### config.mk
export PLATFORM = sky130hd
export DESIGN_NAME = host_bus_master_flat
export DESIGN_NICKNAME = d
export VERILOG_FILES = /design/src/rtl/host_bus_master_if.sv /design/src/rtl/host_bus_master.sv /design/src/flat_wrapper.sv
export SDC_FILE = /design/constraint.sdc
export NUM_CORES = 1
export LEC_CHECK = 0
export CAP_MARGIN = 20
export CORE_ASPECT_RATIO = 1.5
export CORE_MARGIN = 2
export CORE_UTILIZATION = 30
export DETAILED_ROUTE_END_ITERATION = 6
export DONT_BUFFER_PORTS = 1
export SLEW_MARGIN = 20
export SYNTH_ARGS = -nofsm -noshare
export SYNTH_HDL_FRONTEND = slang
export SYNTH_SLANG_ARGS = --single-unit
### constraint.sdc
create_clock -name CLK -period 5.96 [get_ports CLK]
set_input_delay 1.192 -clock CLK [delete_from_list [all_inputs] [get_ports CLK]]
set_output_delay 1.192 -clock CLK [all_outputs]
set_load 0.02 [all_outputs]
### src/rtl/host_bus_master_if.sv
// host_bus_master_if: request side and async host-bus pins of host_bus_master; nWAIT/err exist only with HOST_BUS_WAIT_EN
interface host_bus_master_if #(
    parameter int ADDR_W = 8
);
    logic              req;
    logic              req_we;
    logic [ADDR_W-1:0] req_addr;
    logic [15:0]       req_wdata;
    logic              ready;
    logic [15:0]       rdata;
    logic              rvalid;
    logic              nCS;
    logic              nOE;
    logic              nWE;
    logic [ADDR_W-1:0] Haddr;
    logic [15:0]       Hdata_o;
    logic              Hdata_oe;
    logic [15:0]       Hdata_i;
`ifdef HOST_BUS_WAIT_EN
    logic              nWAIT;
    logic              err;
    modport master (
        input  req, req_we, req_addr, req_wdata, Hdata_i, nWAIT,
        output ready, rdata, rvalid, nCS, nOE, nWE, Haddr, Hdata_o, Hdata_oe, err
    );
    modport slave (
        output req, req_we, req_addr, req_wdata, Hdata_i, nWAIT,
        input  ready, rdata, rvalid, nCS, nOE, nWE, Haddr, Hdata_o, Hdata_oe, err
    );
`else
    modport master (
        input  req, req_we, req_addr, req_wdata, Hdata_i,
        output ready, rdata, rvalid, nCS, nOE, nWE, Haddr, Hdata_o, Hdata_oe
    );
    modport slave (
        output req, req_we, req_addr, req_wdata, Hdata_i,
        input  ready, rdata, rvalid, nCS, nOE, nWE, Haddr, Hdata_o, Hdata_oe
    );
`endif
endinterface

### src/rtl/host_bus_master.sv
// host_bus_master: single-word initiator for the 16-bit async host bus (setup/strobe/hold phases); HOST_BUS_WAIT_EN adds nWAIT strobe extension with timeout
module host_bus_master #(
    parameter int ADDR_W     = 8,
    parameter int SETUP_CYC  = 1,
    parameter int STROBE_CYC = 3,
    parameter int HOLD_CYC   = 1
) (
    input logic CLK,
    input logic RST,
    host_bus_master_if.master bus
);
    typedef enum logic [1:0] {IDLE, SETUP, STROBE, HOLD} state_t;

    localparam logic [7:0] SETUP_LD  = 8'(SETUP_CYC - 1);
    localparam logic [7:0] STROBE_LD = 8'(STROBE_CYC - 1);
    localparam logic [7:0] HOLD_LD   = 8'(HOLD_CYC - 1);

    state_t            state_q, state_d;
    logic [7:0]        cnt_q, cnt_d;
    logic              we_q, we_d;
    logic [ADDR_W-1:0] haddr_q, haddr_d;
    logic [15:0]       hdata_o_q, hdata_o_d, rdata_q, rdata_d;
    logic              ncs_q, ncs_d, noe_q, noe_d, nwe_q, nwe_d;
    logic              oe_q, oe_d, ready_q, ready_d, rvalid_q, rvalid_d;
    logic              stall, abort;

`ifdef HOST_BUS_WAIT_EN
    logic [1:0]  wait_sync_q, wait_sync_d;
    logic [15:0] wcnt_q, wcnt_d;
    logic        err_q, err_d;

    assign abort = wcnt_q == 16'hFFFF;
    assign stall = !wait_sync_q[1] && !abort;

    // nWAIT synchroniser, extension counter and one-cycle timeout flag
    always_comb begin
        wait_sync_d = {wait_sync_q[0], bus.nWAIT};
        wcnt_d      = state_q != STROBE ? 16'd0 : (cnt_q == 8'd0 && stall) ? wcnt_q + 16'd1 : wcnt_q;
        err_d       = state_q == STROBE && cnt_q == 8'd0 && abort;
    end

    // wait-path registers
    always_ff @(posedge CLK or posedge RST) begin
        if (RST) begin
            wait_sync_q <= 2'b11;
            wcnt_q      <= 16'd0;
            err_q       <= 1'b0;
        end else begin
            wait_sync_q <= wait_sync_d;
            wcnt_q      <= wcnt_d;
            err_q       <= err_d;
        end
    end

    assign bus.err = err_q;
`else
    assign abort = 1'b0;
    assign stall = 1'b0;
`endif

    // next-state and next-output logic; every bus pin comes straight from a flop
    always_comb begin
        state_d   = state_q;
        cnt_d     = cnt_q;
        we_d      = we_q;
        haddr_d   = haddr_q;
        hdata_o_d = hdata_o_q;
        rdata_d   = rdata_q;
        ncs_d     = ncs_q;
        noe_d     = noe_q;
        nwe_d     = nwe_q;
        oe_d      = oe_q;
        ready_d   = ready_q;
        rvalid_d  = 1'b0;
        case (state_q)
            IDLE: if (bus.req) begin
                state_d   = SETUP;
                cnt_d     = SETUP_LD;
                we_d      = bus.req_we;
                haddr_d   = bus.req_addr;
                hdata_o_d = bus.req_we ? bus.req_wdata : hdata_o_q;
                ncs_d     = 1'b0;
                oe_d      = bus.req_we;
                ready_d   = 1'b0;
            end
            SETUP: if (cnt_q != 8'd0) cnt_d = cnt_q - 8'd1;
            else begin
                state_d = STROBE;
                cnt_d   = STROBE_LD;
                noe_d   = we_q;
                nwe_d   = !we_q;
            end
            STROBE: if (cnt_q != 8'd0) cnt_d = cnt_q - 8'd1;
            else if (!stall) begin
                state_d  = HOLD;
                cnt_d    = HOLD_LD;
                noe_d    = 1'b1;
                nwe_d    = 1'b1;
                rdata_d  = (!we_q && !abort) ? bus.Hdata_i : rdata_q;
                rvalid_d = !we_q && !abort;
            end
            HOLD: if (cnt_q != 8'd0) cnt_d = cnt_q - 8'd1;
            else begin
                state_d = IDLE;
                ncs_d   = 1'b1;
                oe_d    = 1'b0;
                ready_d = 1'b1;
            end
            default: state_d = IDLE;
        endcase
    end

    // FSM and registered outputs; reset releases the bus immediately
    always_ff @(posedge CLK or posedge RST) begin
        if (RST) begin
            state_q   <= IDLE;
            cnt_q     <= 8'd0;
            we_q      <= 1'b0;
            haddr_q   <= '0;
            hdata_o_q <= 16'd0;
            rdata_q   <= 16'd0;
            ncs_q     <= 1'b1;
            noe_q     <= 1'b1;
            nwe_q     <= 1'b1;
            oe_q      <= 1'b0;
            ready_q   <= 1'b1;
            rvalid_q  <= 1'b0;
        end else begin
            state_q   <= state_d;
            cnt_q     <= cnt_d;
            we_q      <= we_d;
            haddr_q   <= haddr_d;
            hdata_o_q <= hdata_o_d;
            rdata_q   <= rdata_d;
            ncs_q     <= ncs_d;
            noe_q     <= noe_d;
            nwe_q     <= nwe_d;
            oe_q      <= oe_d;
            ready_q   <= ready_d;
            rvalid_q  <= rvalid_d;
        end
    end

    assign bus.ready    = ready_q;
    assign bus.rdata    = rdata_q;
    assign bus.rvalid   = rvalid_q;
    assign bus.nCS      = ncs_q;
    assign bus.nOE      = noe_q;
    assign bus.nWE      = nwe_q;
    assign bus.Haddr    = haddr_q;
    assign bus.Hdata_o  = hdata_o_q;
    assign bus.Hdata_oe = oe_q;
endmodule

### src/flat_wrapper.sv
// flat-port wrapper written by rule: the top's interface ports become plain ports
module host_bus_master_flat 
#(
    parameter int ADDR_W     = 8,
    parameter int SETUP_CYC  = 1,
    parameter int STROBE_CYC = 3,
    parameter int HOLD_CYC   = 1
)
  (CLK, RST, bus_req, bus_req_we, bus_req_addr, bus_req_wdata, bus_Hdata_i, bus_ready, bus_rdata, bus_rvalid, bus_nCS, bus_nOE, bus_nWE, bus_Haddr, bus_Hdata_o, bus_Hdata_oe);
  host_bus_master_if #(.ADDR_W(ADDR_W)) bus_i ();
  input logic CLK;
  input logic RST;
  input wire logic [$bits(bus_i.req)-1:0] bus_req;
  input wire logic [$bits(bus_i.req_we)-1:0] bus_req_we;
  input wire logic [$bits(bus_i.req_addr)-1:0] bus_req_addr;
  input wire logic [$bits(bus_i.req_wdata)-1:0] bus_req_wdata;
  input wire logic [$bits(bus_i.Hdata_i)-1:0] bus_Hdata_i;
  output wire logic [$bits(bus_i.ready)-1:0] bus_ready;
  output wire logic [$bits(bus_i.rdata)-1:0] bus_rdata;
  output wire logic [$bits(bus_i.rvalid)-1:0] bus_rvalid;
  output wire logic [$bits(bus_i.nCS)-1:0] bus_nCS;
  output wire logic [$bits(bus_i.nOE)-1:0] bus_nOE;
  output wire logic [$bits(bus_i.nWE)-1:0] bus_nWE;
  output wire logic [$bits(bus_i.Haddr)-1:0] bus_Haddr;
  output wire logic [$bits(bus_i.Hdata_o)-1:0] bus_Hdata_o;
  output wire logic [$bits(bus_i.Hdata_oe)-1:0] bus_Hdata_oe;
  assign bus_i.req = bus_req;
  assign bus_i.req_we = bus_req_we;
  assign bus_i.req_addr = bus_req_addr;
  assign bus_i.req_wdata = bus_req_wdata;
  assign bus_i.Hdata_i = bus_Hdata_i;
  assign bus_ready = bus_i.ready;
  assign bus_rdata = bus_i.rdata;
  assign bus_rvalid = bus_i.rvalid;
  assign bus_nCS = bus_i.nCS;
  assign bus_nOE = bus_i.nOE;
  assign bus_nWE = bus_i.nWE;
  assign bus_Haddr = bus_i.Haddr;
  assign bus_Hdata_o = bus_i.Hdata_o;
  assign bus_Hdata_oe = bus_i.Hdata_oe;
  host_bus_master #(.ADDR_W(ADDR_W), .SETUP_CYC(SETUP_CYC), .STROBE_CYC(STROBE_CYC), .HOLD_CYC(HOLD_CYC)) u_core (.CLK(CLK), .RST(RST), .bus(bus_i));
endmodule
==> out/qor.txt <==
clock share of power: 16.7%
count of max-cap constraint violations: 0
switching share of power: 41.2%
number of distinct standard cells referenced by the synthesized netlist: 34
register area share after synthesis: 57.7%
wire length of the first global-routing pass: 7000 um
total number of nets in the final design: 232
highest fanout seen on the critical path: 11
Comb pwr share: 31.2%
arrival time worst endpoint: 2.96 ns
Gates resized, CTS repair: 0
final weighted congestion in routability-driven placement: 0.847
Die X: 77.6 um
transition time of the tightest slew-check pin: 0.980 ns
endpoint type of the worst setup path: flop
crit start category: flop
maximum single-stage delay on the critical path: 0.79 ns
number of max-slew violations in the final report: 0
most used cell along the critical path: sky130_fd_sc_hd__a21oi_1
fraction of synthesized cell area taken by the top area cell type: 54.5%
Vias per Instance: 4.81
RSZ-0062 raised after global routing: false
kind of path behind the tightest hold check: reg -> reg
via count: 1389
Max-Slew Margin vs Limit: 34.0%
count of fill cells added during filler insertion: 765
Synth area leaders: sky130_fd_sc_hd__dfrtp_1, sky130_fd_sc_hd__mux2_2, sky130_fd_sc_hd__mux2_4
largest vdd supply drop: 0.000191 V
Final Critical Period: 2.75 ns
Antenna diodes: 0
instance count after placement with tap cells included: 281
register clock-pin slew on the reported worst setup and hold paths: 0.07 ns
Yosys reg bits: 56
Post-CTS Hold Buffers: 0
clock sink count: 56
H-tree Lvls: 2
status: completed
final cell count without fillers: 289
worst clock skew on the final layout: 0.00487 ns
cell type group with the largest total delay on the critical path: compound AO/OA/AOI/OAI gates
global-route usage over all layers: 10.3%
pwr/cell area: 644 nW/um^2
setup slack after placement: 3.23 ns
count of endpoints failing hold in the final timing report: 0
dominant cell type by area after synthesis: sky130_fd_sc_hd__dfrtp_1
net switching power: 0.709 mW
area of the die: 8870 sq um
ANT nets after route: 0
wire length after detailed routing: 4390 um
CTS tree: done
Root Driver: sky130_fd_sc_hd__clkbuf_16
number of buffers and inverters on the critical path: 0
iteration count of the initial detailed-routing pass: 4
setup ws final: 3.21 ns
synthesized area: 2430 sq um
Final Power: 1.72 mW
starting utilization of the core area: 30.6%
number of warnings printed during yosys synthesis: 0
post-route design area: 2680 sq um
average cell area after synthesis: 13.3 sq um
Core Rows: 40
synthesized instance count: 183
total congestion overflow after global routing: 0
Setup CP Type: reg -> reg
vias in the first global route: 1428
CORE AREA: 7960 sq um
relative contribution of sequential cells to total power: 52.1%
Min Hold Slack: 0.496 ns
Slowest cell on crit path: sky130_fd_sc_hd__o21ai_0
dpl hpwl: 3290 um
Die Span Y: 114 um
maximum number of pins on one net before global-route repair: 57
count of input and output buffers: 0
count of routing violations after the opening detailed-route iteration: 50
Post-CTS Repair Setup Buffers: 0
part of the cycle the worst path needs: 46.1%
internal portion of total power: 1.01 mW
average wire length per cell after detail routing: 15.2 um
CP cell instances: ha_1, or4b_2, o21ai_0, a21oi_1, a21oi_1
P_leak: 1.19 nW
fraction of final layout cells sized beyond drive strength 1: 31.5%
total negative setup slack: 0 ns
data required time at the worst endpoint: 6.17 ns
initial antenna violation count: 0
standard cell area after detailed placement: 2530 sq um
number of top-level design ports: 90
Net Count, Synth: 232
Setup Viol. Count Final: 0
buffer levels on the longest clock path: 2
Residual DRC: 0
signed area change from the synthesized netlist to the final layout: 9.87%
clock latency of the later-clocked register in the worst-skew pair: 0.29 ns
f_max: 364 MHz
share of the core filled with cells in the final layout: 33.6%
number of buffers inserted during clock tree synthesis: 5
synth_stat cells:
library cell	number
sky130_fd_sc_hd__dfrtp_1	53
sky130_fd_sc_hd__mux2_2	32
sky130_fd_sc_hd__inv_1	12
sky130_fd_sc_hd__a21oi_1	10
sky130_fd_sc_hd__mux2_4	9
sky130_fd_sc_hd__nand2_1	7
sky130_fd_sc_hd__nor2_1	6
sky130_fd_sc_hd__o21ai_0	6
sky130_fd_sc_hd__ha_1	5
sky130_fd_sc_hd__or3_1	5
sky130_fd_sc_hd__clkbuf_1	4
sky130_fd_sc_hd__dfstp_2	3
sky130_fd_sc_hd__o22ai_1	3
sky130_fd_sc_hd__or4_1	3
sky130_fd_sc_hd__a22oi_1	2
sky130_fd_sc_hd__buf_2	2
sky130_fd_sc_hd__nand2b_1	2
sky130_fd_sc_hd__o31ai_1	2
sky130_fd_sc_hd__or2_2	2
sky130_fd_sc_hd__a32o_1	1
sky130_fd_sc_hd__buf_4	1
sky130_fd_sc_hd__buf_6	1
sky130_fd_sc_hd__mux2i_1	1
sky130_fd_sc_hd__nand3_1	1
sky130_fd_sc_hd__nand3_4	1
sky130_fd_sc_hd__nor3_1	1
sky130_fd_sc_hd__nor3_4	1
sky130_fd_sc_hd__o211ai_1	1
sky130_fd_sc_hd__o21a_1	1
sky130_fd_sc_hd__o32a_1	1
sky130_fd_sc_hd__o41ai_1	1
sky130_fd_sc_hd__or4b_1	1
sky130_fd_sc_hd__or4b_2	1
sky130_fd_sc_hd__xor2_1	1
kinds of logic (layout without fill, tap and decap cells):
group                      count (synthesis)  count (layout)  synth area share (%)
xor gates and xnor gates                   1               1                 0.360
AOI/OAI and AO/OA                         28              28                  7.09
DFF                                       56              56                  57.7
and+or+nand+nor                           31              31                  7.86
buffers and inverters                     20              21                  3.65
muxes                                     42              42                  20.8
adders and majority gates                  5               5                  2.57
layout make-up:
class	count	area, sq um	share of cell area, %
flip-flops and latches	56	1410	52.5
multi-input cells	107	941	35.2
well taps	105	131	4.91
clock buffers	6	129	4.82
inverters	12	45.0	1.68
clock inverters	2	16.3	0.608
repair buffers	1	7.51	0.281
final timing paths:
kind,cells after the start,from,slack [ns],to
worst min-delay path,1,u_core.we_q$_DFFE_PP0P_,0.50,u_core.bus.nWE$_DFFE_PP1P_
min in group asynchronous,2,RST,0.96,u_core.bus.rdata[2]$_DFFE_PP0P_
worst max register to register,5,u_core.state_q[0]$_DFFE_PP0P_,3.21,u_core.cnt_q[5]$_DFFE_PP0P_
max in group asynchronous,2,RST,4.52,u_core.bus.rdata[12]$_DFFE_PP0P_
worst min register to register,1,u_core.we_q$_DFFE_PP0P_,0.50,u_core.bus.nWE$_DFFE_PP1P_
worst max-delay path,5,u_core.state_q[0]$_DFFE_PP0P_,3.21,u_core.cnt_q[5]$_DFFE_PP0P_
per-layer routing:
metal	up-vias	global-route usage, %	part of all wire (%)
met2	59	18.6	53
met3	7	5.13	8.7
met5	-	0	0
li1	643	-	-
met1	680	9.68	36
met4	0	4.88	2.0
state kept, by name (all words and copies together), names as in the netlist:
register and cells:
u_core.we_q 1, u_core.bus.Hdata_oe 1, u_core.bus.ready 1, u_core.cnt_q 8, u_core.bus.nWE 1, u_core.bus.nOE 1
u_core.bus.Hdata_o 16, u_core.bus.rvalid 1, u_core.state_q 2, u_core.bus.Haddr 8, u_core.bus.rdata 16
power by group through the flow:
stage               Combinational [mW]  Clock [mW]  Sequential [mW]
floorplan                        0.478           0            0.860
global placement                 0.528           0            0.905
detailed placement               0.548           0            0.907
CTS                              0.546       0.303            0.904
global route                     0.603       0.318            0.922
finish                           0.537       0.287            0.897
worst register-to-register path, cell delays in order (launching register included):
cell and delay, ns:
sky130_fd_sc_hd__dfrtp_1 0.40, sky130_fd_sc_hd__ha_1 0.34, sky130_fd_sc_hd__or4b_2 0.65, sky130_fd_sc_hd__o21ai_0 0.79
sky130_fd_sc_hd__a21oi_1 0.28, sky130_fd_sc_hd__a21oi_1 0.21
layout by cell type (no fill, tap or decap):
cell,instances
sky130_fd_sc_hd__or4b_2,1
sky130_fd_sc_hd__a22oi_1,2
sky130_fd_sc_hd__nor3_4,1
sky130_fd_sc_hd__or4b_1,1
sky130_fd_sc_hd__clkinvlp_4,1
sky130_fd_sc_hd__nand3_4,1
sky130_fd_sc_hd__mux2_2,32
sky130_fd_sc_hd__nand3_1,1
sky130_fd_sc_hd__nor3_1,1
sky130_fd_sc_hd__o22ai_1,3
sky130_fd_sc_hd__clkbuf_16,5
sky130_fd_sc_hd__clkinv_4,1
sky130_fd_sc_hd__nand2b_1,2
sky130_fd_sc_hd__o31ai_1,2
sky130_fd_sc_hd__inv_1,11
sky130_fd_sc_hd__o32a_1,1
sky130_fd_sc_hd__mux2i_1,1
sky130_fd_sc_hd__o21ai_0,6
sky130_fd_sc_hd__inv_2,1
sky130_fd_sc_hd__a21oi_1,10
sky130_fd_sc_hd__dfstp_2,3
sky130_fd_sc_hd__o21a_1,1
sky130_fd_sc_hd__xor2_1,1
sky130_fd_sc_hd__dfrtp_1,53
sky130_fd_sc_hd__mux2_4,9
sky130_fd_sc_hd__or2_2,2
sky130_fd_sc_hd__clkbuf_1,1
sky130_fd_sc_hd__ha_1,5
sky130_fd_sc_hd__buf_4,1
sky130_fd_sc_hd__a32o_1,1
sky130_fd_sc_hd__or3_1,5
sky130_fd_sc_hd__o41ai_1,1
sky130_fd_sc_hd__o211ai_1,1
sky130_fd_sc_hd__or4_1,3
sky130_fd_sc_hd__nand2_1,7
sky130_fd_sc_hd__nor2_1,6
(Power assumes the default switching activity.)
